<file path="config.mk">
export PLATFORM = sky130hd
export DESIGN_NAME = iddr_deser
export DESIGN_NICKNAME = d
export VERILOG_FILES = /design/src/rtl/iddr_deser.sv
export SDC_FILE = /design/constraint.sdc
export NUM_CORES = 1
export LEC_CHECK = 0
export ABC_AREA = 1
export CAP_MARGIN = 5
export CELL_PAD_IN_SITES_DETAIL_PLACEMENT = 1
export CELL_PAD_IN_SITES_GLOBAL_PLACEMENT = 2
export CORE_UTILIZATION = 30
export CTS_CLUSTER_SIZE = 16
export DETAILED_ROUTE_END_ITERATION = 8
export PLACE_DENSITY_LB_ADDON = 0.1
export SETUP_SLACK_MARGIN = 0.15
export SLEW_MARGIN = 20
export SYNTH_ARGS = -nofsm -noshare
export SYNTH_HDL_FRONTEND = slang
export SYNTH_SLANG_ARGS = --single-unit
export TNS_END_PERCENT = 20
</file>
<file path="constraint.sdc">
create_clock -name C -period 2.05 [get_ports C]
set_input_delay 0.41 -clock C [delete_from_list [all_inputs] [get_ports C]]
set_output_delay 0.41 -clock C [all_outputs]
set_load 0.005 [all_outputs]
</file>
<file path="src/rtl/iddr_deser.sv">
// Multi-lane DDR input register: rise/fall pair outputs in a selectable edge mode,
// plus a per-lane RATIO:1 deserialiser with valid strobe and 2-bit bitslip.
module iddr_deser #(
    parameter int    LANES          = 1,
    parameter int    RATIO          = 4,
    parameter string DDR_CLK_EDGE   = "OPPOSITE_EDGE",
    parameter bit    IS_C_INVERTED  = 1'b0,
    parameter bit    DATA_MSB_FIRST = 1'b1
) (
    input  logic                   C,
    input  logic                   R,
    input  logic [LANES-1:0]       D,
    input  logic                   BITSLIP,
    output logic [LANES-1:0]       Q1,
    output logic [LANES-1:0]       Q2,
    output logic [LANES*RATIO-1:0] Q,
    output logic                   Q_VALID
);

    localparam int PAIRS = RATIO / 2;
    localparam int CW    = (PAIRS > 1) ? $clog2(PAIRS) : 1;
    localparam int GW    = $clog2(PAIRS + 2);
    localparam logic [CW-1:0] CNT_LAST   = CW'(PAIRS - 1);
    localparam logic [GW-1:0] GUARD_LOAD = GW'(PAIRS + 1);

    if (RATIO != 2 && RATIO != 4 && RATIO != 8) begin : g_bad_ratio
        $error("iddr_deser: RATIO must be 2, 4 or 8 (got %0d)", RATIO);
    end
    if (LANES < 1 || LANES > 32) begin : g_bad_lanes
        $error("iddr_deser: LANES must be 1..32 (got %0d)", LANES);
    end

    logic clk;
    assign clk = C ^ IS_C_INVERTED;

    logic [LANES-1:0] rs_q;
    logic [LANES-1:0] fs_q;

    // NOTE: sequential state uses non-blocking assignments so every register samples pre-edge values.
    always_ff @(posedge clk or posedge R) begin
        if (R) rs_q <= '0;
        else   rs_q <= D;
    end

    always_ff @(negedge clk or posedge R) begin
        if (R) fs_q <= '0;
        else   fs_q <= D;
    end

    if (DDR_CLK_EDGE == "OPPOSITE_EDGE") begin : g_opposite
        assign Q1 = rs_q;
        assign Q2 = fs_q;
    end else if (DDR_CLK_EDGE == "SAME_EDGE") begin : g_same
        logic [LANES-1:0] q2_q;
        always_ff @(posedge clk or posedge R) begin
            if (R) q2_q <= '0;
            else   q2_q <= fs_q;
        end
        assign Q1 = rs_q;
        assign Q2 = q2_q;
    end else if (DDR_CLK_EDGE == "SAME_EDGE_PIPELINED") begin : g_pipelined
        logic [LANES-1:0] q1_q;
        logic [LANES-1:0] q2_q;
        always_ff @(posedge clk or posedge R) begin
            if (R) begin
                q1_q <= '0;
                q2_q <= '0;
            end else begin
                q1_q <= rs_q;
                q2_q <= fs_q;
            end
        end
        assign Q1 = q1_q;
        assign Q2 = q2_q;
    end else begin : g_bad_edge
        $error("iddr_deser: unknown DDR_CLK_EDGE \"%s\"", DDR_CLK_EDGE);
        assign Q1 = '0;
        assign Q2 = '0;
    end

    // Deserialiser always consumes the aligned pair (rs(k-1), fs(k-1)) held in rs_q/fs_q.
    logic                   primed;
    logic [CW-1:0]          cnt;
    logic [GW-1:0]          guard;
    logic [LANES*RATIO-1:0] sr_q;
    logic [LANES*RATIO-1:0] sr_next;
    logic                   slip;
    logic                   word_done;

    assign slip      = BITSLIP && primed && (guard == '0);
    assign word_done = primed && !slip && (cnt == CNT_LAST);

    for (genvar l = 0; l < LANES; l++) begin : g_lane
        if (RATIO == 2) begin : g_r2
            if (DATA_MSB_FIRST) begin : g_msb
                assign sr_next[l*RATIO +: RATIO] = {rs_q[l], fs_q[l]};
            end else begin : g_lsb
                assign sr_next[l*RATIO +: RATIO] = {fs_q[l], rs_q[l]};
            end
        end else if (DATA_MSB_FIRST) begin : g_msb
            assign sr_next[l*RATIO +: RATIO] = {sr_q[l*RATIO +: RATIO-2], rs_q[l], fs_q[l]};
        end else begin : g_lsb
            assign sr_next[l*RATIO +: RATIO] = {fs_q[l], rs_q[l], sr_q[l*RATIO+2 +: RATIO-2]};
        end
    end

    always_ff @(posedge clk or posedge R) begin
        if (R) begin
            primed  <= 1'b0;
            cnt     <= '0;
            guard   <= '0;
            sr_q    <= '0;
            Q       <= '0;
            Q_VALID <= 1'b0;
        end else begin
            primed  <= 1'b1;
            Q_VALID <= word_done;
            if (slip)
                guard <= GUARD_LOAD;
            else if (guard != '0)
                guard <= guard - 1'b1;
            // A slip shifts the pair but freezes the counter, moving the boundary one pair later.
            if (primed) begin
                sr_q <= sr_next;
                if (!slip)
                    cnt <= (cnt == CNT_LAST) ? '0 : cnt + 1'b1;
            end
            if (word_done)
                Q <= sr_next;
        end
    end

endmodule
</file>
# ---- Word-level counts from Yosys, hierarchy flattened
# Cells that the tools add are included.
dict set report word_totals {
  ff_bits 13
  inputBits 4
  output_inout_bits 7
  elab_cells 23
}
dict set report op_classes {
  add_sub_neg 2
  mux 3
  n_bitwise 1
  reduce_logical 9
}
# cell count
set ops {}
lappend ops {{1-bit logical AND} 4}
lappend ops {{2-bit two-way mux} 2}
lappend ops {{2-bit nonzero test} 2}
lappend ops {{2-bit logical NOT} 1}
lappend ops {{2-bit AND reduction} 1}
lappend ops {{2-bit by 1-bit subtractor with 2-bit output (second input constant)} 1}
lappend ops {{1-bit adder (second input constant)} 1}
lappend ops {{1-bit logical NOT} 1}
lappend ops {{1-bit two-way mux} 1}
lappend ops {{1-bit NOT} 1}

# ---- Longest topological paths before layout
# Gate-level depths: netlist (run 1).
dict set report logic_depth {
  depth_word 5
  depth_mapped 6
  mapped_depth_nobuf 6
}

==> results of run 1 <==
[flip-flops by register name (all words and copies together), names as in the netlist]
signal and flops:
Q_VALID 1, guard 2, cnt 1, Q1 1, Q2 1, Q 4, primed 1, sr_q 2
[what timing repair did]
item,in CTS,in global routing
hold buffers,0,0
pin swaps,0,0
gates cloned,0,0
endpoints found under the setup margin,1,1
gates resized for setup,4,0
[cell type report]
type                            count  area, sq um  share of cell area, %
Clock buffer                        4         26.3                   3.98
Multi-Input combinational cell     31          151                   23.0
Sequential cell                    13          325                   49.3
Inverter                            7         26.3                   3.98
Timing Repair Buffer               12          110                   16.7
Tap cell                           16         20.0                   3.04
[tightest hold or removal path, stage by stage, from the launching register on]
cell,delay (ps)
dfrtp_1,350
nand2_1,50
nand2_1,50
[metrics by stage]
stage	total power, mW	setup slack, ps	cell area (sq um)	TNS, ps
2_1_floorplan	0.540	204	514	0
3_3_place_gp	0.664	-265	638	-265
3_5_place_dp	0.674	-276	638	-276
4_1_cts	0.838	-189	659	-189
5_1_grt	0.899	-221	659	-221
6_report	0.821	-174	659	-174
[per-layer routing]
layer	track usage (%)	routed length, um	up-vias
met5	0	0	-
met4	9.38	10	0
met3	4.17	38	2
met2	21.2	469	8
met1	16.0	459	184
li1	-	-	191
[synthesized netlist by cell type, drive strengths merged]
cell | number | area [sq um]
nand2 | 20 | 77.6
dfrtp | 12 | 300
inv | 7 | 26.3
nand4 | 4 | 25.0
o21ai | 3 | 15.0
buf | 1 | 11.3
conb | 1 | 3.75
dfrtn | 1 | 25.0
ha | 1 | 12.5
nand3 | 1 | 10.0
nand3b | 1 | 7.51
[report_power, final]
group | switching [mW] | total, mW | internal, mW
Sequential | 0.0537 | 0.390 | 0.336
Clock | 0.0839 | 0.159 | 0.0753
Combinational | 0.128 | 0.272 | 0.145
[cell families after synthesis]
group,after synthesis
adders and majority gates,1
DFF,13
AOI/OAI and AO/OA,3
other,1
buffers and inverters,8
and+or+nand+nor,26
[worst max path at each step]
stage,cells past startpoint,end,from
detailed placement,1,Q2,Q2
CTS,1,Q2,Q2
global placement,1,Q2,Q2
floorplan,0,Q2,Q2
finish,1,Q2,Q2
global route,1,Q2,Q2
==> impl_metrics.env, run 1 <==
export IMPL_cp_cell_sequence="buf_2"
export IMPL_cp_top_family="flip-flops"
export IMPL_worstPathMaxFanout=2
export IMPL_vias=385
export IMPL_clockRootBuffer="clkbuf_4"
export IMPL_final_antenna_net_count=0
export IMPL_grt_max_degree=13
export IMPL_power_leakage_nw=0.344
export IMPL_synthXorXnorAreaFrac_pct=0
export IMPL_clkTransAtPathRegs_ps=70
export IMPL_syn_avg_cell_area_sq_um=9.89
export IMPL_critical_path_max_stage_delay_ps=410
export IMPL_ff2ff_path_depth=3
export IMPL_min_to="Q[2]"
export IMPL_synth_compound_area_share_pct=2.92
export IMPL_synth_simple_area_share_pct=23.4
export IMPL_layout_nets=73
export IMPL_cts_sink_count=13
export IMPL_post_cts_buffers=0
export IMPL_die_h_um=43.4
export IMPL_cts_buffer_depth=2
export IMPL_mostFrequentLayoutCell="nand2_1"
export IMPL_hold_start="Q[2]"
export IMPL_grt_pass1_wl_um=1810
export IMPL_grt_pass1_vias=426
export IMPL_drcViolationCount=5
export IMPL_portBuffers=10
export IMPL_synth_cell_types=12
export IMPL_antenna_found_initial=0
export IMPL_setup_violations=1
export IMPL_hold_ws_ps=478
export IMPL_io_pin_count=11
export IMPL_synth_top_family_by_area="simple AND/OR/NAND/NOR gates"
export IMPL_core_sq_mm=0.00156
export IMPL_syn_area_sq_um=514
export IMPL_vias_per_cell=4.64
export IMPL_rsz0062_at_grt="true"
export IMPL_grt_overflow_total=0
export IMPL_drt_iter0_drc=8
export IMPL_insertedDiodeCount=0
export IMPL_cp_start_kind="flop"
export IMPL_clk_latency_ps=270
export IMPL_fin_ws_ps=-174
export IMPL_violations="design-rule violations, negative setup slack"
export IMPL_cts_htree_levels=1
export IMPL_final_core_util_pct=42.3
export IMPL_gp_congestion=0.657
export IMPL_die_area_sq_mm=0.00188
export IMPL_numCtsBuffers=3
export IMPL_synth_mux_area_share_pct=0
export IMPL_r2r_end="Q[0]"
export IMPL_cts_tree="built"
export IMPL_fin_cells=83
export IMPL_yosys_warnings=0
export IMPL_synthAdderAreaFrac_pct=2.43
export IMPL_dr_pass1_iters=6
export IMPL_r2r_slack_ps=280
export IMPL_ir_worst_vdd_uv=432
export IMPL_wire_per_inst_um=11.8
export IMPL_syn2layout_area_growth_pct=28.2
export IMPL_cp_required_ps=1640
export IMPL_drv_slew=0
export IMPL_syn_inst=52
export IMPL_fp_row_count=14
export IMPL_endpoint_kind="output port"
export IMPL_routed_wl_um=977
export IMPL_dp_hpwl_um=717
export IMPL_final_hold_viol_count=0
export IMPL_status="finished, violations left"
export IMPL_slowest_stage="dfrtn_1"
export IMPL_grtUsageTotal_pct=13.6
export IMPL_min_delay_path_depth=2
export IMPL_path_buf_inv=1
export IMPL_fillerInstances=186
export IMPL_hp_class="flop to flop"
export IMPL_syn_nets=57
export IMPL_drive_gt1_share_pct=11.9
export IMPL_start_util_pct=33.0
export IMPL_maxCapViolations=0
export IMPL_ys_ff_latch=13
export IMPL_finalClockSkew_ps=10.2
export IMPL_worstSetupPathType="flop to output port"
export IMPL_final_cell_mix="nand2_1, dfrtp_1, clkdlybuf4s50_1, inv_1, nand4_1"
export IMPL_die_w_um=43.4
export IMPL_p_per_area_mw_per_mm2=1250
export IMPL_place_inst=79
export IMPL_cp_arrival_ps=1810
export IMPL_r2r_start="Q2"
export IMPL_ys_seq_area_share_pct=63.3
Note: power is estimated with default switching activity, not from simulation.
==> run 2: changes to the inputs <==
==> constraint.sdc (replaced) <==
create_clock -name C -period 2.6 [get_ports C]
set_input_delay 0.52 -clock C [delete_from_list [all_inputs] [get_ports C]]
set_output_delay 0.52 -clock C [all_outputs]
set_load 0.005 [all_outputs]
==> run 2 against run 1 <==
Compared with the run above:
- the run still ends with design-rule violations, negative setup slack left
- critical path type unchanged
- via count rose by 1.8%
- worst hold slack about the same
- non-clock buffer count stayed put
- clock skew shrank 3.3 ps
- die area stayed put
- largest cell class unchanged
- global-route usage down 0.34 points
- largest power group unchanged
- critical path depth stayed put
==> impl_metrics.env, run 2 (synthesis gave the netlist of run 1 again) <==
export IMPL_grt_pass1_vias=400
export IMPL_fin_area_sq_um=659
export IMPL_routed_wl_um=920
export IMPL_startpoint="Q2"
export IMPL_r2r_end="Q[0]"
export IMPL_gr_usage_met2_pct=19.7
export IMPL_cp_start_kind="flop"
export IMPL_r2r_start="Q2"
export IMPL_numCtsBuffers=3
export IMPL_status="finished, violations left"
export IMPL_drive_gt1_share_pct=11.9
export IMPL_path_buf_inv=1
export IMPL_final_hold_viol_count=0
export IMPL_portBuffers=10
export IMPL_place_inst=79
export IMPL_ff2ff_path_depth=3
export IMPL_reg_top3="Q x4, guard x2, sr_q x2"
export IMPL_die_area_sq_mm=0.00188
export IMPL_cts_tree="built"
export IMPL_cp_required_ps=2080
export IMPL_ir_worst_vdd_uv=400
export IMPL_cts_hold_buffers=0
export IMPL_cp_top_family="flip-flops"
export IMPL_die_h_um=43.4
export IMPL_dp_hpwl_um=685
export IMPL_io_pin_count=11
export IMPL_cts_htree_levels=1
export IMPL_drcViolationCount=6
export IMPL_grtUsageMet1_pct=16.6
export IMPL_cp_arrival_ps=2090
export IMPL_endpoint_kind="output port"
export IMPL_final_antenna_net_count=0
export IMPL_fillerInstances=185
export IMPL_grt_busiest_layer="met2"
export IMPL_clk_latency_ps=270
export IMPL_dr_pass1_iters=5
export IMPL_path_depth=1
export IMPL_place_area_sq_um=638
export IMPL_cp_endpoint="Q2"
export IMPL_rsz0062_at_grt="true"
export IMPL_setup_violations=1
export IMPL_drt_iter0_drc=21
export IMPL_worstSetupPathType="flop to output port"
export IMPL_preCtsSetupSlack_ps=-111
export IMPL_p_per_area_mw_per_mm2=971
export IMPL_final_cell_mix="nand2_1, dfrtp_1, clkdlybuf4s50_1, inv_1, nand4_1"
export IMPL_start_util_pct=33.0
export IMPL_fin_ws_ps=-10.9
export IMPL_r2r_slack_ps=550
export IMPL_slowest_stage="dfrtn_1"
export IMPL_critical_path_max_stage_delay_ps=410
export IMPL_grt_overflow_total=0
export IMPL_cts_sink_count=13
export IMPL_wire_per_inst_um=11.1
export IMPL_maxCapViolations=0
export IMPL_grt_pass1_wl_um=1770
export IMPL_grtUsageTotal_pct=13.3
export IMPL_drv_slew=0
export IMPL_layout_nets=73
export IMPL_cp_cell_sequence="buf_2"
export IMPL_syn2layout_area_growth_pct=28.2
export IMPL_groute_layer_met3_usage_pct=5.00
export IMPL_total_power_uw=640
export IMPL_vias=392
export IMPL_core_sq_mm=0.00156
export IMPL_worstPathMaxFanout=2
export IMPL_hp_class="flop to flop"
export IMPL_clockRootBuffer="clkbuf_4"
export IMPL_regMostFlops="Q"
export IMPL_gp_congestion=0.657
export IMPL_clkTransAtPathRegs_ps=80
export IMPL_hold_ws_ps=478
export IMPL_violations="design-rule violations, negative setup slack"
export IMPL_finalClockSkew_ps=6.95
export IMPL_cts_buffer_depth=2
export IMPL_vias_per_cell=4.72
export IMPL_mostFrequentLayoutCell="nand2_1"
export IMPL_die_w_um=43.4
export IMPL_largest_reg_flops=4
export IMPL_grt_max_degree=13
export IMPL_insertedDiodeCount=0
export IMPL_antenna_found_initial=0
export IMPL_fin_cells=83
export IMPL_power_leakage_nw=0.344
export IMPL_post_cts_buffers=0
export IMPL_fp_row_count=14
[run 2: cell counts in the layout (fill, tap and decap cells not counted)]
No cell type changed its count.
[run 2: metal layers]
metal,vias to the layer above,share of wire (%)
met5,-,0
met2,10,45
met3,4,4.0
met1,187,49
met4,0,2.0
li1,191,-
[run 2: timing repair]
action                                 4_1_cts  5_1_grt
setup endpoints to repair                    1        1
cloned                                       0        0
resized for setup                            4        0
endpoints found under the hold margin        0        0
[run 2: worst min path at each step]
stage | start | to | cells after the start
global placement | Q[3] | Q[3] | 2
global route | Q[0] | Q[0] | 2
floorplan | R | Q1 | 1
finish | Q[3] | Q[3] | 2
CTS | Q[3] | Q[3] | 2
detailed placement | Q[3] | Q[3] | 2
[run 2: area by class of cell]
type                            count  area, sq um  area share (%)
Multi-Input combinational cell     31          151            23.0
Sequential cell                    13          325            49.3
Inverter                            7         26.3            3.98
Clock buffer                        4         26.3            3.98
Timing Repair Buffer               12          110            16.7
Tap cell                           16         20.0            3.04
[run 2: power breakdown]
part,switching [mW],total [mW],internal (mW)
combinational,0.0995,0.213,0.114
sequential,0.0407,0.306,0.265
clock,0.0620,0.121,0.0593
total,0.202,0.640,0.438
[run 2: through the flow]
step	util [%]	setup TNS, ps
2_1_floorplan	-	0
3_3_place_gp	40.9	-101
3_5_place_dp	40.9	-111
4_1_cts	42.3	-21.3
5_1_grt	42.3	-58.3
6_report	42.3	-10.9
